--- src/rtl/pc_fetch_sequencer_if.sv ---
// Fetch-stage bus between the PC sequencer and its surroundings
// (PC adder, instruction memory, IF/ID register, hazard and redirect logic).
//
// Signals:
//   PCAddResult  in  to sequencer : PC+4 from the external adder
//   Stall        in  to sequencer : hazard-unit hold request
//   FetchReady   in  to sequencer : IF/ID can take an instruction this cycle
//   BranchTaken / BranchTarget    : taken-branch redirect and destination
//   Jump / JumpTarget             : jump redirect and destination
//   PCResult     out of sequencer : current PC
//   FetchValid   out of sequencer : PCResult addresses a valid fetch
//   FlushIFID    out of sequencer : one-cycle squash pulse for IF/ID
//   Misaligned   out of sequencer : sticky misaligned-redirect trap flag
//   FetchCount   out of sequencer : number of accepted fetches
//   state        out of sequencer : FSM state for observation (0 BOOT, 1 RUN, 2 TRAP)
//
// Handshake: a fetch is accepted on a rising edge when FetchValid=1,
// FetchReady=1 and Stall=0 all hold in the cycle before that edge. FetchValid
// never depends on FetchReady; redirects are not part of the handshake and
// are taken whenever the sequencer is running.
interface pc_fetch_sequencer_if #(
  parameter int COUNT_W = 32
);
  logic [31:0]        PCAddResult;
  logic               Stall;
  logic               FetchReady;
  logic               BranchTaken;
  logic [31:0]        BranchTarget;
  logic               Jump;
  logic [31:0]        JumpTarget;
  logic [31:0]        PCResult;
  logic               FetchValid;
  logic               FlushIFID;
  logic               Misaligned;
  logic [COUNT_W-1:0] FetchCount;
  logic [1:0]         state;

  // master: the sequencer itself
  modport master (
    input  PCAddResult, Stall, FetchReady, BranchTaken, BranchTarget,
           Jump, JumpTarget,
    output PCResult, FetchValid, FlushIFID, Misaligned, FetchCount, state
  );

  // slave: the pipeline logic around it
  modport slave (
    output PCAddResult, Stall, FetchReady, BranchTaken, BranchTarget,
           Jump, JumpTarget,
    input  PCResult, FetchValid, FlushIFID, Misaligned, FetchCount, state
  );
endinterface

--- src/rtl/pc_fetch_sequencer.sv ---
// Program-counter fetch sequencer. Owns the architectural PC, selects the
// next PC from jump, branch or sequential (PC+4) sources, holds under stall
// or backpressure, traps on misaligned redirect targets, pulses an IF/ID
// flush after every redirect and counts accepted fetches.
//
// Ports:
//   Clk    : rising-edge clock
//   Reset  : asynchronous active-low reset
//   bus    : pc_fetch_sequencer_if.master (see interface for signal list)
//
// All outputs are registers; there is no combinational path from any input
// to any output.
module pc_fetch_sequencer #(
  parameter logic [31:0] RESET_PC = 32'h0000_0000,
  parameter int          COUNT_W  = 32
) (
  input  logic                 Clk,
  input  logic                 Reset,
  pc_fetch_sequencer_if.master bus
);

  typedef enum logic [1:0] {
    BOOT = 2'd0,
    RUN  = 2'd1,
    TRAP = 2'd2
  } state_t;

  state_t             state_q;
  logic [31:0]        pc_q;
  logic               valid_q;
  logic               flush_q;
  logic               mis_q;
  logic [COUNT_W-1:0] count_q;

  logic        accept;
  logic        redirect;
  logic [31:0] target;

  // valid_q is only ever 1 in RUN, so accept is automatically 0 in BOOT/TRAP.
  assign accept   = valid_q & bus.FetchReady & ~bus.Stall;
  assign redirect = bus.Jump | bus.BranchTaken;
  // Jump outranks a simultaneous taken branch.
  assign target   = bus.Jump ? bus.JumpTarget : bus.BranchTarget;

  always_ff @(posedge Clk or negedge Reset) begin
    if (!Reset) begin
      state_q <= BOOT;
      pc_q    <= RESET_PC;
      valid_q <= 1'b0;
      flush_q <= 1'b0;
      mis_q   <= 1'b0;
      count_q <= '0;
    end else begin
      flush_q <= 1'b0;
      // Counting follows the handshake alone, independent of any redirect.
      if (accept) begin
        count_q <= count_q + COUNT_W'(1);
      end
      case (state_q)
        BOOT: begin
          state_q <= RUN;
          valid_q <= 1'b1;
        end
        RUN: begin
          if (redirect) begin
            // Redirects ignore Stall/FetchReady and always flush IF/ID.
            flush_q <= 1'b1;
            if (target[1:0] != 2'b00) begin
              state_q <= TRAP;
              valid_q <= 1'b0;
              mis_q   <= 1'b1;
            end else begin
              pc_q <= target;
            end
          end else if (accept) begin
            // Sequential path is never alignment-checked; wraps naturally.
            pc_q <= bus.PCAddResult;
          end
        end
        TRAP: begin
          // Frozen until reset.
          valid_q <= 1'b0;
        end
        default: begin
          state_q <= TRAP;
          valid_q <= 1'b0;
        end
      endcase
    end
  end

  assign bus.PCResult   = pc_q;
  assign bus.FetchValid = valid_q;
  assign bus.FlushIFID  = flush_q;
  assign bus.Misaligned = mis_q;
  assign bus.FetchCount = count_q;
  assign bus.state      = state_q;

endmodule

--- src/flat_wrapper.sv ---
// flat-port wrapper written by rule: the top's interface ports become plain ports
module pc_fetch_sequencer_flat 
#(
  parameter logic [31:0] RESET_PC = 32'h0000_0000,
  parameter int          COUNT_W  = 32
)
  (Clk, Reset, bus_PCAddResult, bus_Stall, bus_FetchReady, bus_BranchTaken, bus_BranchTarget, bus_Jump, bus_JumpTarget, bus_PCResult, bus_FetchValid, bus_FlushIFID, bus_Misaligned, bus_FetchCount, bus_state);
  pc_fetch_sequencer_if #(.COUNT_W(COUNT_W)) bus_i ();
  input  logic Clk;
  input  logic Reset;
  input wire logic [$bits(bus_i.PCAddResult)-1:0] bus_PCAddResult;
  input wire logic [$bits(bus_i.Stall)-1:0] bus_Stall;
  input wire logic [$bits(bus_i.FetchReady)-1:0] bus_FetchReady;
  input wire logic [$bits(bus_i.BranchTaken)-1:0] bus_BranchTaken;
  input wire logic [$bits(bus_i.BranchTarget)-1:0] bus_BranchTarget;
  input wire logic [$bits(bus_i.Jump)-1:0] bus_Jump;
  input wire logic [$bits(bus_i.JumpTarget)-1:0] bus_JumpTarget;
  output wire logic [$bits(bus_i.PCResult)-1:0] bus_PCResult;
  output wire logic [$bits(bus_i.FetchValid)-1:0] bus_FetchValid;
  output wire logic [$bits(bus_i.FlushIFID)-1:0] bus_FlushIFID;
  output wire logic [$bits(bus_i.Misaligned)-1:0] bus_Misaligned;
  output wire logic [$bits(bus_i.FetchCount)-1:0] bus_FetchCount;
  output wire logic [$bits(bus_i.state)-1:0] bus_state;
  assign bus_i.PCAddResult = bus_PCAddResult;
  assign bus_i.Stall = bus_Stall;
  assign bus_i.FetchReady = bus_FetchReady;
  assign bus_i.BranchTaken = bus_BranchTaken;
  assign bus_i.BranchTarget = bus_BranchTarget;
  assign bus_i.Jump = bus_Jump;
  assign bus_i.JumpTarget = bus_JumpTarget;
  assign bus_PCResult = bus_i.PCResult;
  assign bus_FetchValid = bus_i.FetchValid;
  assign bus_FlushIFID = bus_i.FlushIFID;
  assign bus_Misaligned = bus_i.Misaligned;
  assign bus_FetchCount = bus_i.FetchCount;
  assign bus_state = bus_i.state;
  pc_fetch_sequencer #(.RESET_PC(RESET_PC), .COUNT_W(COUNT_W)) u_core (.Clk(Clk), .Reset(Reset), .bus(bus_i));
endmodule
--- config.mk ---
export PLATFORM = sky130hd
export DESIGN_NAME = pc_fetch_sequencer_flat
export DESIGN_NICKNAME = d
export VERILOG_FILES = /design/src/rtl/pc_fetch_sequencer_if.sv /design/src/rtl/pc_fetch_sequencer.sv /design/src/flat_wrapper.sv
export SDC_FILE = /design/constraint.sdc
export NUM_CORES = 1
export LEC_CHECK = 0
export CAP_MARGIN = 0
export CORE_ASPECT_RATIO = 1.5
export CORE_MARGIN = 2
export CORE_UTILIZATION = 44
export DETAILED_ROUTE_END_ITERATION = 12
export PLACE_DENSITY = 0.94
export SYNTH_ARGS = -nofsm -noshare
export SYNTH_HDL_FRONTEND = slang
export SYNTH_SLANG_ARGS = --single-unit
--- constraint.sdc ---
create_clock -name Clk -period 3 [get_ports Clk]
set_input_delay 0.9 -clock Clk [delete_from_list [all_inputs] [get_ports Clk]]
set_output_delay 0.9 -clock Clk [all_outputs]
set_load 0.03 [all_outputs]
==> results by group <==
Outcome
  • Status: finished clean

STA
  • Final Hold Violating Endpoints: 0
  • Max-slew violations: 0
  • Smallest hold slack: 488 ps
  • Worst-Margin Slew: around 700 ps
  • Skew final: 3.67 ps
  • Max_slew headroom: 52.4%
  • Setup-failing EPs final: 0
  • Min cycle time layout: 2420 ps
  • RSZ-0062 raised after global routing: no
  • Tcrit/Tclk final: 80.7%
  • Fmax: roughly 410 MHz
  • Fin Setup TNS: 0 ps

Final layout
  • Finished Core Util: a little under three quarters
  • Share of cells above drive strength 1: 13.6%
  • Antenna cell count: 0
  • Synthesis-to-finish area growth: 58.4%
  • Nets: 600
  • Non-Filler Instances: about 610

GRT
  • Gr usage total: 22.4%
  • Largest net degree at the start of global routing: 63
  • Global-route wire length before repair: 15500 um
  • Initial antenna violation count: 0
  • Grt ovf: 0
  • Vias in the first global route: 3219

Clock network
  • Cts repair resizes: 0
  • Cts hold-fix bufs: 0
  • Setup bufs post-CTS: 0
  • CTS max path bufs: 2
  • CTS sink count: 69
  • Clock latency on the worst-skew pair: 320 ps
  • CTS clk-pin slew, worst paths: about 50 ps
  • CTS root buf: clkbuf_16
  • CTS tree: done
  • CTS H-tree depth: 3
  • Total CTS buffers: 9

Detailed routing
  • Drt drc: 0
  • Post-detailed-route count of antenna-violating nets: 0
  • Via count: 3064
  • Starting DRT DRC Count: 169
  • Drt total wl: 9580 um
  • Per-cell routed wire length: around 16 um
  • Via density: 5.06
  • 1st-pass router iterations: 4

Power
  • Part of the power in registers: between 30% and 40%
  • P_int: about 2500 uW
  • Maximum vdd drop: 0.543 mV
  • Switching Share: 33.3%
  • Pwr/cell area: 659 nW/um^2
  • Combinational share of power: 38.3%
  • Part of the power in the clock network: 26.8%
  • Pleak: roughly 0.0025 uW
  • Sw Pwr: around 1200 uW

Synthesis
  • Sequential element share of the synthesized area: 48.4%
  • Most used DFF post-synth: dfrtp_1
  • Synthesized area per cell: 10.8 um^2
  • Cell Area, Synth: approximately 3600 um^2
  • Syn Inst Count: 329
  • Post-synth EDFFs: 0
  • Number of synthesis warnings: 0
  • Asr flop ratio synth: 100%
  • Post-Syn Nets: 432
  • Post-synth cell types: 36
  • #FFs+latches synth: 69

Critical path
  • Nature of the critical path endpoint: flip-flop
  • Required @ worst endpoint: 3250 ps
  • Critical path class: input pin to flip-flop
  • Critical path fanouts, max: 8
  • CP arrival: ~2700 ps
  • Nature of the critical path startpoint: input pin

Placed design
  • # placed instances: 591
  • I/O Buffers: between 150 and 200
  • Post-DP HPWL: 7350 um
  • Placer congestion estimate: 0.850

Flow run
  • Max cap viols: 0

Floorplan
  • Num ports: 171
  • Overall die area: 8850 um^2
  • FP Rows: 40
  • Core area: 7960 um^2
  • Die Y: 114 um
  • Die Width: 77.5 um
  • Initial core utilization: between 40% and 50%

Hold path
  • Hold Path Class: flip-flop to flip-flop
==> critical path, stage by stage <==
cell and delay [ps]:
clkdlybuf4s50_1 410, nand4b_1 190, or4_1 750, nor3_2 260, xor2_1 150
==> per-layer routing <==
metal	wire, um	global-route usage, %	share of wire [%]	vias to the layer above
met5	0	0	0	-
met4	236	8.10	2.5	0
met3	621	6.94	6.5	19
met2	5150	41.0	54	129
met1	3570	24.1	37	1442
li1	-	-	-	1474
==> area by class of cell <==
class | instances | area, um^2
Fill cell | 546 | 2310
Timing Repair Buffer | 175 | 1750
Sequential cell | 69 | 1730
Multi-Input combinational cell | 231 | 1720
Clock buffer | 10 | 229
Tap cell | 105 | 131
Clock inverter | 5 | 52.6
Inverter | 11 | 41.3
==> cells by family (layout without fill, tap and decap cells) <==
kind of cell / count (synthesis) / in the layout / share of synthesized area [%]
buf+inv: 29 / 201 / 3.55
compound gates: 39 / 39 / 5.65
simple gates: 99 / 99 / 16.2
xor+xnor: 31 / 31 / 7.62
mux: 61 / 61 / 18.2
flops: 69 / 69 / 48.4
fa+ha+maj: 1 / 1 / 0.351
==> power by group through the flow <==
stage	combinational, uW	clock [uW]	sequential [uW]
3_3_place_gp	1400	0	1300
4_1_cts	1440	1010	1300
3_5_place_dp	1430	0	1310
6_report	1430	998	1300
2_1_floorplan	276	0	1760
5_1_grt	1490	1060	1330
==> final timing paths <==
path	slack (ps)	end	cells past startpoint	start
worst min-delay path	490	u_core.bus.FetchCount[30]	1	u_core.bus.FetchCount[30]
worst max register to register	1140	u_core.bus.FetchCount[30]	4	u_core.bus.FetchCount[2]
worst max-delay path	580	u_core.bus.FetchCount[30]	5	bus_Stall
worst min register to register	490	u_core.bus.FetchCount[30]	1	u_core.bus.FetchCount[30]
min in group asynchronous	630	u_core.bus.PCResult[21]	1	Reset
max in group asynchronous	1730	u_core.bus.state[1]	2	Reset
==> placed cells by master, fill, tap and decap left out, types with 2 or more instances in the layout <==
cell type        count
mux2_1               2
dfrtp_1             69
nor3_2               7
buf_4                3
a21oi_1              2
buf_12               2
clkbuf_16            9
and4_1               2
nand3_1              6
o21ai_0             33
nor3_1               9
o21ai_1              2
xnor2_1              9
and3_1               2
and2_1               2
mux2_2              29
nor4_2               2
inv_1               11
clkinv_2             3
xor2_1              22
nor2_1               9
clkdlybuf4s50_1    167
mux2i_1             30
nand2_1             42
buf_2                3
nand4_1              5
nand4_2              3
==> cells in the mapped netlist (2+ instances only) <==
cell	number	area, um^2
a21oi_1	2	10.0
and2_1	2	12.5
and3_1	2	12.5
and4_1	2	17.5
buf_2	8	40.0
clkbuf_1	9	33.8
dfrtp_1	69	1730
inv_1	11	41.3
mux2_1	2	22.5
mux2_2	29	327
mux2i_1	30	300
nand2_1	42	158
nand3_1	6	30.0
nand4_1	5	31.3
nand4_2	3	37.5
nor2_1	9	33.8
nor3_1	9	45.0
nor3_2	8	80.1
nor4_2	2	25.0
o21ai_0	33	165
o21ai_1	2	10.0
xnor2_1	9	78.8
xor2_1	22	193
==> through the flow <==
stage               worst slack, ps  cell area, um^2  power [uW]
finish                          579             5650        3720
global route                    510             5650        3890
CTS                             579             5650        3750
detailed placement              241             5370        2740
global placement                286             5370        2700
floorplan                       742             3560        2030
==> flip-flops by register name, summed over array words and instances (netlist names) <==
name,flops
u_core.bus.Misaligned,1
u_core.bus.PCResult,32
u_core.bus.FlushIFID,1
u_core.bus.FetchCount,32
u_core.bus.state,2
u_core.bus.FetchValid,1
(Power assumes the default switching activity.)
